===== src/rtl/sram_cfg_pkg.sv =====
// Shared SRAM width-configuration constants, the packer state encoding
// and lane helpers. Also used by the read-side output shifter.
package sram_cfg_pkg;

  localparam int MASK_W = 4;
  localparam logic [MASK_W-1:0] MASK_FULL = '1;

  localparam logic [1:0] CONF_32 = 2'b00;
  localparam logic [1:0] CONF_16 = 2'b01;
  localparam logic [1:0] CONF_8  = 2'b10;

  typedef enum logic [1:0] {
    IDLE  = 2'b00,
    ACCUM = 2'b01,
    FULL  = 2'b10
  } state_e;

  // The reserved encoding 2'b11 behaves exactly like 32-bit mode.
  function automatic logic [1:0] norm_conf(input logic [1:0] c);
    return (c == 2'b11) ? CONF_32 : c;
  endfunction

  // Overwrite the bytes of old_d selected by m with the bytes of new_d.
  function automatic logic [31:0] merge_lanes(input logic [31:0]       old_d,
                                              input logic [31:0]       new_d,
                                              input logic [MASK_W-1:0] m);
    logic [31:0] r;
    r = old_d;
    for (int i = 0; i < MASK_W; i++) begin
      if (m[i]) r[8*i +: 8] = new_d[8*i +: 8];
    end
    return r;
  endfunction

endpackage


===== src/rtl/lane_steer_8_32.sv =====
// Places a right-aligned narrow write into its byte lanes of the 32-bit word
// and derives the word address and byte mask.
module lane_steer_8_32
  import sram_cfg_pkg::*;
#(
  parameter int ADDR_W = 10
) (
  input  logic [31:0]       in_data,
  input  logic [ADDR_W-1:0] in_addr,
  input  logic [1:0]        conf,
  output logic [31:0]       steer_data,
  output logic [MASK_W-1:0] steer_mask,
  output logic [ADDR_W-1:0] steer_addr
);

  // Little-endian lane steering; the word address is zero-extended.
  always_comb begin
    steer_data = '0;
    steer_mask = '0;
    steer_addr = '0;
    case (norm_conf(conf))
      CONF_16: begin
        steer_addr = {1'b0, in_addr[ADDR_W-1:1]};
        if (in_addr[0]) begin
          steer_data = {in_data[15:0], 16'h0000};
          steer_mask = 4'b1100;
        end else begin
          steer_data = {16'h0000, in_data[15:0]};
          steer_mask = 4'b0011;
        end
      end
      CONF_8: begin
        steer_addr = {2'b00, in_addr[ADDR_W-1:2]};
        steer_data = {24'h000000, in_data[7:0]} << {in_addr[1:0], 3'b000};
        steer_mask = 4'b0001 << in_addr[1:0];
      end
      default: begin
        steer_addr = in_addr;
        steer_data = in_data;
        steer_mask = MASK_FULL;
      end
    endcase
  end

endmodule


===== src/rtl/input_packer_8_32.sv =====
// Coalesces narrow SRAM writes into 32-bit macro writes with byte enables.
//
//  state | meaning
//  IDLE  | nothing held, any request is accepted
//  ACCUM | partial word held, only same-word same-width requests accepted
//  FULL  | word presented on out_*, waiting for out_ready
//
// in_ready in FULL follows out_ready combinationally so a handoff and a new
// load can share one cycle.
module input_packer_8_32
  import sram_cfg_pkg::*;
#(
  parameter int ADDR_W  = 10,
  parameter int TIMEOUT = 8
) (
  input  logic              clk,
  input  logic              rst,
  input  logic              in_valid,
  output logic              in_ready,
  input  logic [31:0]       in_data,
  input  logic [ADDR_W-1:0] in_addr,
  input  logic [1:0]        conf,
  input  logic              flush,
  output logic              out_valid,
  input  logic              out_ready,
  output logic [ADDR_W-1:0] out_addr,
  output logic [31:0]       out_data,
  output logic [MASK_W-1:0] out_wmask
);

  localparam int CNT_W = (TIMEOUT > 1) ? $clog2(TIMEOUT) : 1;

  state_e            state, state_n;
  logic [31:0]       hold_data, hold_data_n;
  logic [MASK_W-1:0] hold_mask, hold_mask_n;
  logic [ADDR_W-1:0] hold_addr, hold_addr_n;
  logic [1:0]        hold_conf, hold_conf_n;
  logic [CNT_W-1:0]  tcount, tcount_n;

  logic [31:0]       s_data;
  logic [MASK_W-1:0] s_mask;
  logic [ADDR_W-1:0] s_addr;
  logic [1:0]        conf_n;
  logic              match;
  logic [31:0]       merged_data;
  logic [MASK_W-1:0] merged_mask;
  logic              timeout_hit;
  logic              out_load;

  lane_steer_8_32 #(.ADDR_W(ADDR_W)) u_steer (
    .in_data    (in_data),
    .in_addr    (in_addr),
    .conf       (conf),
    .steer_data (s_data),
    .steer_mask (s_mask),
    .steer_addr (s_addr)
  );

  assign conf_n      = norm_conf(conf);
  assign match       = (s_addr == hold_addr) && (conf_n == hold_conf);
  assign merged_data = merge_lanes(hold_data, s_data, s_mask);
  assign merged_mask = hold_mask | s_mask;
  assign timeout_hit = (TIMEOUT > 0) && (tcount == CNT_W'(TIMEOUT - 1));

  // Next-state, hold-register and timeout-counter logic.
  always_comb begin
    state_n     = state;
    hold_data_n = hold_data;
    hold_mask_n = hold_mask;
    hold_addr_n = hold_addr;
    hold_conf_n = hold_conf;
    tcount_n    = tcount;
    in_ready    = 1'b0;
    case (state)
      IDLE: begin
        in_ready = 1'b1;
        if (in_valid) begin
          hold_data_n = s_data;
          hold_mask_n = s_mask;
          hold_addr_n = s_addr;
          hold_conf_n = conf_n;
          tcount_n    = '0;
          state_n     = (s_mask == MASK_FULL) ? FULL : ACCUM;
        end
      end
      ACCUM: begin
        in_ready = match;
        if (in_valid && match) begin
          hold_data_n = merged_data;
          hold_mask_n = merged_mask;
          tcount_n    = '0;
          if (merged_mask == MASK_FULL || flush) state_n = FULL;
        end else if (in_valid || flush) begin
          state_n = FULL;
        end else begin
          tcount_n = tcount + 1'b1;
          if (timeout_hit) state_n = FULL;
        end
      end
      FULL: begin
        in_ready = out_ready;
        if (out_ready) begin
          if (in_valid) begin
            hold_data_n = s_data;
            hold_mask_n = s_mask;
            hold_addr_n = s_addr;
            hold_conf_n = conf_n;
            tcount_n    = '0;
            state_n     = (s_mask == MASK_FULL) ? FULL : ACCUM;
          end else begin
            state_n = IDLE;
          end
        end
      end
      default: state_n = IDLE;
    endcase
    if (state_n != ACCUM) tcount_n = '0;
  end

  // Output word is captured only when a new word enters FULL.
  assign out_load = (state_n == FULL) && ((state != FULL) || out_ready);

  // State, hold registers and counter.
  always_ff @(posedge clk or posedge rst) begin
    if (rst) begin
      state     <= IDLE;
      hold_data <= '0;
      hold_mask <= '0;
      hold_addr <= '0;
      hold_conf <= CONF_32;
      tcount    <= '0;
    end else begin
      state     <= state_n;
      hold_data <= hold_data_n;
      hold_mask <= hold_mask_n;
      hold_addr <= hold_addr_n;
      hold_conf <= hold_conf_n;
      tcount    <= tcount_n;
    end
  end

  // Registered macro-write outputs.
  always_ff @(posedge clk or posedge rst) begin
    if (rst) begin
      out_valid <= 1'b0;
      out_data  <= '0;
      out_wmask <= '0;
      out_addr  <= '0;
    end else begin
      out_valid <= (state_n == FULL);
      if (out_load) begin
        out_data  <= hold_data_n;
        out_wmask <= hold_mask_n;
        out_addr  <= hold_addr_n;
      end
    end
  end

endmodule


===== config.mk =====
export PLATFORM = sky130hd
export DESIGN_NAME = input_packer_8_32
export DESIGN_NICKNAME = d
export VERILOG_FILES = /design/src/rtl/sram_cfg_pkg.sv /design/src/rtl/lane_steer_8_32.sv /design/src/rtl/input_packer_8_32.sv
export SDC_FILE = /design/constraint.sdc
export NUM_CORES = 1
export LEC_CHECK = 0
export BUFFER_PORTS_ARGS = -buffer_cell sky130_fd_sc_hd__buf_2
export CAP_MARGIN = 30
export CORE_MARGIN = 1.5
export CORE_UTILIZATION = 30
export CTS_CLUSTER_SIZE = 10
export DETAILED_ROUTE_END_ITERATION = 8
export HOLD_SLACK_MARGIN = 0.03
export SLEW_MARGIN = 20
export SYNTH_ARGS = -nofsm -noshare
export SYNTH_HDL_FRONTEND = slang
export SYNTH_HIERARCHICAL = 1
export SYNTH_SLANG_ARGS = --single-unit

===== constraint.sdc =====
create_clock -name clk -period 4.1 [get_ports clk]
set_clock_uncertainty 0.15 [all_clocks]
set_input_delay 0.205 -clock clk [delete_from_list [all_inputs] [get_ports clk]]
set_output_delay 0.205 -clock clk [all_outputs]
set_load 0.01 [all_outputs]

==> out/qor.csv, run 1 <==
metric,value,unit
fp.dieW,137,µm
endpoint_kind,register,
antenna_found_initial,0,
drt_iter0_markers,404,
layout.cells.non_filler,894,
grt_pass1_wl,23.7,mm
syn_area_per_cell,9.18,µm²
ys_seq_elements,100,
clk_path_buf_depth,2,
ant_nets,0,
ios,97,
post-dp-hpwl,10.7,mm
synthArstFlopShare,1.00,
gp_congestion,0.816,
layout-drive-gt1-share,0.230,
io_buffers,96,
cts-buffers-inserted,9,
final_nets,720,
place_inst,877,
dieArea,0.0189,mm²
final_cell_mix,"109 x nand2_1, 100 x dfrtp_1, 96 x buf_2",
cts.sinks,100,
vias_per_cell,5.19,
slew_headroom,0.369,
synth_top_area_frac,0.461,
rsz0062_at_grt,no,
synth_top_flop_cell,dfrtp_1,
die_y,137,µm
startpoint_type,input pin,
synthTopCellsByArea,"dfrtp_1 46%, nand2_1 7.5%, a31oi_1 6.8%",
wl_per_cell,16.8,µm
areaGrowthSynthToFinish,18.4,%
finalSetupTns,0,ns
fmax,312,MHz
r2r_slack,1.18,ns
ys_seq_area_frac,0.461,
antenna_cells,0,
post-route-period-util,0.781,
synth_cell_type_count,47,
power_density,647,mW/mm²
outcome,"complete, no violations",
gr-total-overflow,0,
dr.pass1.iters,5,
hold_violations,0,
cts_root_buffer,clkbuf_16,
cts_tree,yes,
core,0.0175,mm²
fin_crit,3.20,ns
required,4.18,ns
whs,0.0674,ns
final_common_cell,nand2_1,
pre_cts_slack,0.551,ns
critPathKind,input pin to register,
drv_cap,0,
drc_errors,0,
vias,4638,
setup_violations,0,
yosys.area.top_type,dfrtp_1,
cts-htree-levels,3,
hp-class,input pin to register,
fin_util,0.367,
start_util,0.310,
syn_inst,591,
worst_slew_pin_slew,0.946,ns
syn-num-nets,646,
wl,15.0,mm
gr-usage-all-layers,0.163,
final_max_slew_viol_count,0,
arrival,3.28,ns
vdd_ir_drop_max,0.225,mV
path_clk_slew,0.07,ns
rows,48,
synth_area,0.00543,mm²
clk_latency,0.35,ns
cellLeakagePower,3.15,nW
grt_max_degree,69,
grt_pass1_vias,4387,
critical_path_peak_fanout,30,
postCtsResizedCells,0,
fin_ws,0.898,ns
synth_edf_count,0,
ys_warn_count,6,
## layout make-up
type	instances	area, µm²
clock buffers	10	239
clock inverters	5	61.3
fillers	1785	11100
inverters	8	32.5
multi-input cells	437	2690
flip-flops and latches	100	2500
well taps	225	282
repair buffers	109	613
## metrics by stage
stage / instance area, µm² / power, mW
final: 6420 / 4.16
after global routing: 6420 / 4.46
after CTS: 6390 / 4.20
after detailed placement: 6080 / 3.32
after global placement: 6080 / 3.31
after floorplan: 5430 / 2.75
## cells by family after synthesis
| logic type | share of synthesized area |
|---|---|
| AO/OA/AOI/OAI | 0.215 |
| flip-flops | 0.461 |
| multiplexers | 0.0671 |
| adder cells (fa/ha/maj) | 0.0138 |
| buffers and inverters | 0.0452 |
| AND/OR/NAND/NOR | 0.181 |
| XOR/XNOR | 0.0161 |
## worst max-delay path, cell delays in order
cell and delay, ns:
buf_2 0.12, inv_1 0.06, ha_1 0.49, a221oi_1 0.32, a21oi_1 0.11, xor2_1 0.20, a2111oi_2 0.34, and4b_1 0.32
buf_4 0.30, a41oi_4 0.17, buf_4 0.27, mux2_1 0.33
## per-layer routing
metal	vias up	routed length, µm	GRT usage
li1	2258	-	-
met1	2212	7070	0.234
met2	146	6750	0.247
met3	22	858	0.0265
met4	0	306	0.0602
met5	-	0	0
## state kept, by name, summed over array words and instances (netlist names)
name,cells
hold_conf,2
out_addr,10
state,2
out_wmask,4
hold_mask,4
hold_addr,10
out_valid,1
hold_data,32
tcount,3
out_data,32
## cell usage after synthesis, drive strengths merged, types with 9 or more instances
cell / number
a22o: 11
a31oi: 59
nor2: 48
xor2: 10
a22oi: 14
mux2: 19
o21ai: 13
nand2: 109
mux2i: 9
buf: 19
clkbuf: 27
a21oi: 57
and3: 33
dfrtp: 100
## report_power, final
| part | switching [mW] | leakage (nW) | internal, mW |
|---|---|---|---|
| Clock | 0.378 | 0.149 | 0.490 |
| Sequential | 0.241 | 1.23 | 1.42 |
| Combinational | 0.936 | 1.77 | 0.697 |
## final timing paths
path	cells after the start	start	end
max in group asynchronous	5	rst	out_data[17]
worst min-delay path	5	in_data[30]	hold_data[30]
worst min register to register	1	out_wmask[1]	out_wmask[1]
min in group asynchronous	3	rst	out_addr[6]
worst max-delay path	12	conf[0]	out_wmask[2]
worst max register to register	6	state[1]	out_wmask[2]
## repair_timing
| action | CTS | global route |
|---|---|---|
| hold buffers | 1 | 0 |
| setup endpoints to repair | 0 | 0 |
| setup buffers | 0 | 0 |
| hold endpoints to repair | 66 | 0 |
No activity file was read; power rests on OpenSTA's default activity.
==> run 2, diff against run 1 <==
==> constraint.sdc (replaced) <==
create_clock -name clk -period 3.2 [get_ports clk]
set_clock_uncertainty 0.15 [all_clocks]
set_input_delay 0.16 -clock clk [delete_from_list [all_inputs] [get_ports clk]]
set_output_delay 0.16 -clock clk [all_outputs]
set_load 0.01 [all_outputs]
==> run 2 against run 1 <==
Against the previous run:
- clock-buffer cell count rose by 3
- clock power grew 23%
- design area is 3.6% higher
- via count rose by 3.5%
- die area unchanged
- non-clock buffer count up 27
- sequential share of layout area is 1.3 points lower
- first-iteration DRC count down 15%
- global-route usage is 0.84 points higher
- sequential power increased by 28%
- hold slack got worse by 0.020 ns
- critical path type unchanged
- critical endpoint unchanged
- largest power group is now combinational cells
==> out/qor.csv, run 2 (synthesis results as in run 1) <==
metric,value,unit
power_density,807,mW/mm²
vdd_ir_drop_max,0.390,mV
drv_cap,0,
reg_top3,"hold_data x32, out_data x32",
register_area,0.00250,mm²
cellLeakagePower,3.29,nW
postCtsResizedCells,0,
arrival,2.98,ns
final_area,0.00665,mm²
grt_pass1_vias,4615,
dr.pass1.iters,6,
use_met1,0.248,
cts-htree-levels,3,
fin_crit,2.89,ns
ant_nets,0,
switching_share,0.375,
whs,0.0478,ns
reg2reg_depth,7,
path_clk_slew,0.07,ns
critPathKind,input pin to register,
multiInputGateArea,0.00269,mm²
startpoint_type,input pin,
grt_max_degree,57,
r2r_slack,0.71,ns
worstHoldStart,in_data[24],
gr-total-overflow,0,
post-dp-hpwl,11.1,mm
areaGrowthSynthToFinish,22.6,%
rows,48,
required,3.28,ns
grt_pass1_wl,24.6,mm
cts_root_buffer,clkbuf_16,
drc_errors,0,
fmax,345,MHz
fp.dieW,137,µm
hold_depth,5,
dieArea,0.0189,mm²
use_met2,0.256,
io_buffers,96,
gr-usage-all-layers,0.172,
layout-drive-gt1-share,0.255,
ios,97,
drt_iter0_markers,342,
r2r-end,out_wmask[2],
gp_congestion,0.817,
final_max_slew_viol_count,0,
place_inst,902,
critical_path_peak_fanout,15,
wl,15.5,mm
post-route-period-util,0.905,
seq_power_share,0.397,
hold_path_end,hold_data[24],
cp_cell_sequence,buf_2 -> inv_1 -> ha_1 -> buf_4 -> o21ai_0 -> xor2_1 -> a2111oi_2 -> and4b_1 -> buf_4 -> a41oi_4 -> buf_4 -> mux2_1,
cts.sinks,100,
final_common_cell,nand2_1,
setup_violations,0,
cpMaxStageDelayCell,ha_1,
clk_latency,0.35,ns
wl_per_cell,16.8,µm
vias_per_cell,5.21,
critPathMaxStageDelay,0.40,ns
cts-buffers-inserted,9,
vias,4802,
hold_violations,0,
worst_slew_pin_slew,0.587,ns
cp_common_cell,buf_4,
r2r_start,tcount[0],
p_comb_frac,0.404,
slew_headroom,0.609,
grt_busiest_layer,met2,
final_nets,747,
switching_power,2.01,mW
core,0.0175,mm²
start_util,0.310,
finalSetupTns,0,ns
endpoint_kind,register,
cts_tree,yes,
clkPwrFrac,0.199,
layout.cells.non_filler,922,
clk_path_buf_depth,2,
met3_usage,0.0302,
hp-class,input pin to register,
fillers,1780,
final_cell_mix,"109 x nand2_1, 100 x dfrtp_1, 96 x buf_2",
antenna_found_initial,0,
internal_power,3.35,mW
outcome,"complete, no violations",
antenna_cells,0,
die_y,137,µm
rsz0062_at_grt,no,
place_area,0.00632,mm²
==> run 2: cell types whose count changed in the layout (fill, tap and decap cells not counted) <==
cell and delta:
buf_4 +21, buf_12 +4, dlygate4sd3_1 +3, clkbuf_8 +2, clkinv_4 -2, buf_16 -1
bufinv_16 -1, clkbuf_1 +1, clkinv_2 +1
==> run 2: power by group through the flow <==
stage          clock network, mW  logic [mW]  registers (mW)
3_3_place_gp                   0        2.15            2.16
2_1_floorplan                  0        1.30            2.22
5_1_grt                     1.16        2.43            2.20
4_1_cts                     1.09        2.20            2.14
3_5_place_dp                   0        2.19            2.14
6_report                    1.07        2.17            2.13
==> run 2: metal layers <==
metal  vias to the layer above  share of wire
li1                       2304              -
met1                      2305           0.46
met2                       173           0.45
met3                        20          0.071
met4                         0          0.022
met5                         -              0
==> run 2: through the flow <==
step / setup WS [ns] / util / power [mW]
after floorplan: 0.129 / - / 3.52
after global placement: -0.0343 / 0.362 / 4.31
after detailed placement: -0.0505 / 0.362 / 4.33
after CTS: 0.307 / 0.381 / 5.43
after global routing: 0.115 / 0.381 / 5.79
final: 0.306 / 0.381 / 5.37
==> run 2: worst max-delay path by stage <==
| stage | startpoint | end | slack (ns) | cells after the start |
|---|---|---|---|---|
| final | conf[0] | out_wmask[2] | 0.31 | 12 |
| after global routing | conf[0] | out_data[26] | 0.12 | 13 |
| after CTS | conf[0] | out_wmask[1] | 0.31 | 12 |
| after detailed placement | conf[0] | out_data[16] | -0.05 | 11 |
| after global placement | conf[0] | out_data[19] | -0.03 | 11 |
| after floorplan | conf[0] | out_data[16] | 0.13 | 14 |
==> run 2: timing repair <==
item,CTS,global route
hold buffers,4,0
buffers inserted,0,0
endpoints found under the hold margin,47,0
==> run 2: worst max-delay path: cells and delay by family <==
family | cells | cell delay, ns
simple gates | 1 | 0.32
xor+xnor | 1 | 0.17
mux | 1 | 0.31
compound gates | 3 | 0.80
fa+ha+maj | 1 | 0.40
buf+inv | 5 | 0.79
==> run 2: area by class of cell <==
cell class,count,area share
clock inverter,3,0.00282
timing repair buffer,136,0.128
inverter,8,0.00489
tap,225,0.0423
clock buffer,13,0.0406
multi-input combinational,437,0.405
sequential,100,0.376
